[config.mk]
export PLATFORM = sky130hd
export DESIGN_NAME = ann_mem_loader
export DESIGN_NICKNAME = d
export VERILOG_FILES = /design/src/rtl/ann_mem_loader.sv
export SDC_FILE = /design/constraint.sdc
export NUM_CORES = 1
export LEC_CHECK = 0
export ABC_AREA = 1
export BUFFER_PORTS_ARGS = -buffer_cell sky130_fd_sc_hd__clkbuf_2
export CAP_MARGIN = 40
export CELL_PAD_IN_SITES_DETAIL_PLACEMENT = 1
export CELL_PAD_IN_SITES_GLOBAL_PLACEMENT = 2
export CORE_ASPECT_RATIO = 1.4
export CORE_UTILIZATION = 31
export DETAILED_ROUTE_END_ITERATION = 10
export GPL_ROUTABILITY_DRIVEN = 0
export PLACE_DENSITY_LB_ADDON = 0.1
export SLEW_MARGIN = 20
export SYNTH_ARGS = -nofsm -noshare
export SYNTH_HDL_FRONTEND = slang
export SYNTH_SLANG_ARGS = --single-unit
export TNS_END_PERCENT = 30
[constraint.sdc]
create_clock -name clk -period 2.1 [get_ports clk]
set_clock_uncertainty 0.05 [all_clocks]
set_input_delay 0.105 -clock clk [delete_from_list [all_inputs] [get_ports clk]]
set_output_delay 0.105 -clock clk [all_outputs]
set_load 0.01 [all_outputs]
[src/rtl/ann_mem_loader.sv]
// ann_mem_loader: parses SYNC/address/length framed bytes and writes the payload into the unified memory.
// Define ANN_LOADER_CHECKSUM_EN to expect a trailing checksum byte per frame.
`timescale 1ns/1ps
module ann_mem_loader #(
  parameter int         ADDR_WIDTH = 14,
  parameter logic [7:0] SYNC_BYTE  = 8'hA5
) (
  input  logic                  clk,
  input  logic                  rst,
  input  logic [7:0]            s_data,
  input  logic                  s_valid,
  output logic                  s_ready,
  output logic                  mem_wr_en,
  output logic [ADDR_WIDTH-1:0] mem_wr_addr,
  output logic [7:0]            mem_wr_data,
  output logic                  busy,
  output logic                  done,
  output logic                  err,
  output logic [7:0]            frame_cnt
);

  typedef enum logic [2:0] {
    IDLE, HDR_AH, HDR_AL, HDR_LH, HDR_LL, DATA, CSUM, DONE
  } state_t;

  state_t                state;
  logic [7:0]            addr_hi;
  logic [7:0]            len_hi;
  logic [ADDR_WIDTH-1:0] addr_q;
  logic [15:0]           remaining;
  logic                  wrap_q;
  logic                  accept;

`ifdef ANN_LOADER_CHECKSUM_EN
  logic [7:0] sum_q;

  function automatic logic csum_bad(input logic [7:0] sum, input logic [7:0] csum);
    return (sum + csum) != 8'h00;
  endfunction
`endif

  // The loader stalls input only while it presents the end-of-frame pulse.
  assign s_ready = (state != DONE) && !rst;
  assign accept  = s_valid && s_ready;

  always_ff @(posedge clk or posedge rst) begin
    if (rst) begin
      state       <= IDLE;
      addr_hi     <= '0;
      len_hi      <= '0;
      addr_q      <= '0;
      remaining   <= '0;
      wrap_q      <= 1'b0;
      mem_wr_en   <= 1'b0;
      mem_wr_addr <= '0;
      mem_wr_data <= '0;
      busy        <= 1'b0;
      done        <= 1'b0;
      err         <= 1'b0;
      frame_cnt   <= '0;
`ifdef ANN_LOADER_CHECKSUM_EN
      sum_q       <= '0;
`endif
    end else begin
      mem_wr_en <= 1'b0;
      done      <= 1'b0;
      case (state)
        IDLE: if (accept && s_data == SYNC_BYTE) begin
          err    <= 1'b0;
          wrap_q <= 1'b0;
          busy   <= 1'b1;
`ifdef ANN_LOADER_CHECKSUM_EN
          sum_q  <= '0;
`endif
          state  <= HDR_AH;
        end
        HDR_AH: if (accept) begin
          addr_hi <= s_data;
          state   <= HDR_AL;
        end
        HDR_AL: if (accept) begin
          addr_q <= ADDR_WIDTH'({addr_hi, s_data});
          state  <= HDR_LH;
        end
        HDR_LH: if (accept) begin
          len_hi <= s_data;
          state  <= HDR_LL;
        end
        HDR_LL: if (accept) begin
          remaining <= {len_hi, s_data};
          if ({len_hi, s_data} == 16'd0) begin
`ifdef ANN_LOADER_CHECKSUM_EN
            state <= CSUM;
`else
            state     <= DONE;
            done      <= 1'b1;
            frame_cnt <= frame_cnt + 8'd1;
            err       <= wrap_q;
`endif
          end else begin
            state <= DATA;
          end
        end
        DATA: if (accept) begin
          mem_wr_en   <= 1'b1;
          mem_wr_addr <= addr_q;
          mem_wr_data <= s_data;
          addr_q      <= addr_q + ADDR_WIDTH'(1);
          remaining   <= remaining - 16'd1;
`ifdef ANN_LOADER_CHECKSUM_EN
          sum_q       <= sum_q + s_data;
`endif
          // Rolling past the top of memory with bytes still to come is a frame error.
          if (addr_q == '1 && remaining > 16'd1) wrap_q <= 1'b1;
          if (remaining == 16'd1) begin
`ifdef ANN_LOADER_CHECKSUM_EN
            state <= CSUM;
`else
            state     <= DONE;
            done      <= 1'b1;
            frame_cnt <= frame_cnt + 8'd1;
            err       <= wrap_q;
`endif
          end
        end
`ifdef ANN_LOADER_CHECKSUM_EN
        CSUM: if (accept) begin
          state     <= DONE;
          done      <= 1'b1;
          frame_cnt <= frame_cnt + 8'd1;
          err       <= wrap_q | csum_bad(sum_q, s_data);
        end
`endif
        DONE: begin
          busy  <= 1'b0;
          state <= IDLE;
        end
        default: state <= IDLE;
      endcase
    end
  end

endmodule

==> flow_summary.toml <==
[sta]
fin_ws_ns = 0.196
tns_ns = 0
worstMarginPinSlew_ns = 0.486
fin_crit_sh = 0.907
whs_ns = 0.0428
maxSlewHeadroom = 0.676
rsz0062_at_grt = "no"
finalSetupViolations = 0
period_minus_slack_ns = 1.90
finalMaxSlewViolations = 0
fmax_ghz = 0.525
hold_violations = 0

[clocking]
insertion_delay_ns = 0.34
ctsHtreeMaxLevel = 3
cts_tree = "yes"
cts.reportedPaths.clkPinSlew_ns = 0.07
cts_buffer_depth = 2
cts_buffers = 9
clock_sinks = 82
post_cts_buffers = 0
cts-root-buf = "clkbuf_16"

[routing]
wl_met3_um = 274
vias_per_cell = 4.84
dr.pass1.iters = 4
drc = 0
finalWirelength_um = 13100
antenna_left = 0
num_vias = 3903
wl_per_cell_um = 16.3
drt_iter0_drc = 126
wl_met2_um = 6960
wl_met1_um = 5660
dr.max_layer_used = "met4"

[critical_path]
rrSetupSlack_ns = 0.20
crit_cells = 8
cp_slowest_stage_delay_ns = 0.41
cp.arrival_ns = 2.09
crit_start = "remaining[8]"
cp_common_cell = "nand2_1"
cpMaxStageDelayCell = "dfrtp_1"
r2r-end = "frame_cnt[2]"
cp.buffers_inverters = 0
cp_top_family = "simple AND/OR/NAND/NOR gates"
path_cells = "nor2_1 -> nand2_1 -> nor2_1 -> nand2_1 -> nand2_1 -> nand4_2 -> nand2_1 -> nand2_1"
cp-start-kind = "flop"
endpoint_kind = "flop"
cp.required_ns = 2.28
crit_fanout = 8
r2r_start = "remaining[8]"
critPathKind = "reg2reg"
ff2ff_path_depth = 8

[power]
power_mw = 6.58
p_leak_nw = 2.60
max-vdd-ir-drop_uv = 481
power_density_nw_per_um2 = 1270

[cells_and_area]
layout_common_cells = "nand2_1 (154), nor2_1 (83), dfrtp_1 (82), inv_1 (53), clkbuf_2 (45)"
final_cell_area_um2 = 5170
final_common_cell = "nand2_1"
drive_gt1_frac = 0.173
finish.utilization = 0.381
layout.cells.non_filler = 806
final_nets = 634
antenna_cells = 0
syn2layout_area_growth_pct = 18.5

[floorplanning]
fp.dieW_um = 102
start_util = 0.322
coreArea_um2 = 13600
die_area_um2 = 14600
pin_count = 46
die_h_um = 142
rows = 50

[place]
dp_worst_setup_slack_ns = 0.144
dp_hpwl_um = 9740
postPlaceCellArea_um2 = 4890
placedCellCount = 789
port_buffers = 45

[grt]
grtUsageTotal = 0.199
grt_first_pass_wirelength_um = 21900
antenna_found_initial = 0
grt_pass1_vias = 4279
grt_max_degree = 84
overflow = 0

[logic_synthesis]
synth_top_flop_cell = "dfrtp_1"
ys_types = 31
synth-seq-cells = 82
synth_edf_count = 0
synth_nets = 582
synth_compound_area_frac = 0.119
synthCells = 567
async_reset_ff_frac = 1.00
yosysSeqAreaShare = 0.470
mappedNetlistArea_um2 = 4370
syn_avg_cell_area_um2 = 7.70
synthXorXnorAreaFrac = 0.0241
synth-simple-area-share = 0.268
synth_top_family_by_area = "simple AND/OR/NAND/NOR gates"
yosys_warnings = 0
synthMuxAreaShare = 0.0361
synth_fa_ha_area_frac = 0.0115

[hold_path]
hold_path.startpoint = "s_data[4]"
worstHoldPathCells = 3
hp-class = "in2reg"
hold_path_end = "addr_hi[4]"

[status]
outcome = "finished, final reports clean"

[job]
drv_cap = 0
[cell type report]
cell class                      instances  area, um2
Clock buffer                           11        233
Clock inverter                          5       38.8
Fill cell                            1710       8400
Inverter                               57        220
Multi-Input combinational cell        410       2060
Sequential cell                        82       2050
Tap cell                              182        228
Timing Repair Buffer                   59        345
[cell families after synthesis]
| family | Yosys count |
|---|---|
| AND/OR/NAND/NOR | 283 |
| AO/OA/AOI/OAI | 97 |
| flip-flops | 82 |
| buffers and inverters | 75 |
| multiplexers | 14 |
| XOR/XNOR | 12 |
| adder cells (fa/ha/maj) | 4 |
[state kept, by name (all words and copies together), names as in the netlist]
register	cells
remaining	16
addr_q	14
mem_wr_addr	14
frame_cnt	8
len_hi	8
mem_wr_data	8
addr_hi	6
state	3
busy	1
done	1
err	1
mem_wr_en	1
wrap_q	1
[layer usage]
| metal | up-vias | track usage |
|---|---|---|
| met1 | 1918 | 0.238 |
| met4 | 0 | 0.0624 |
| met5 | - | 0 |
| met3 | 15 | 0.0265 |
| li1 | 1923 | - |
| met2 | 47 | 0.361 |
[how the worst max path moves through the flow]
| stage | to | slack, ns |
|---|---|---|
| floorplan | len_hi[0] | -0.38 |
| global placement | frame_cnt[7] | 0.17 |
| detailed placement | frame_cnt[3] | 0.14 |
| CTS | frame_cnt[2] | 0.15 |
| global route | frame_cnt[0] | 0.02 |
| finish | frame_cnt[2] | 0.20 |
[cell usage after synthesis (2+ instances only)]
cell type,number,area (um2)
nand2_1,155,582
nor2_1,83,312
dfrtp_1,82,2050
inv_1,54,203
o21ai_0,43,215
a21oi_1,34,170
nand3_1,24,120
mux2_2,14,158
buf_2,12,60.1
nand4_1,10,62.6
xor2_1,8,70.1
o22ai_1,6,37.5
a31oi_1,5,31.3
ha_1,4,50.1
xnor2_1,4,35.0
a21o_1,3,22.5
clkbuf_1,3,11.3
inv_2,3,11.3
o21a_1,3,22.5
buf_4,2,15.0
nand3_2,2,20.0
nor2_4,2,22.5
nor3_1,2,10.0
o21ai_1,2,10.0
[worst reg2reg max path: cells and delay by family, from the launching register on]
| kind | cells | cell delay (ns) |
|---|---|---|
| simple gates | 8 | 1.33 |
| flops | 1 | 0.41 |
[report_power, final]
part,switching (mW),internal [mW],total [mW]
Clock,0.682,0.807,1.49
Sequential,0.524,2.19,2.71
Combinational,1.47,0.907,2.38
[repair_timing]
item / CTS / global route
hold endpoints to repair: 82 / 0
hold buffers: 1 / 0
resized for setup: 0 / 0
(Power assumes the default switching activity.)
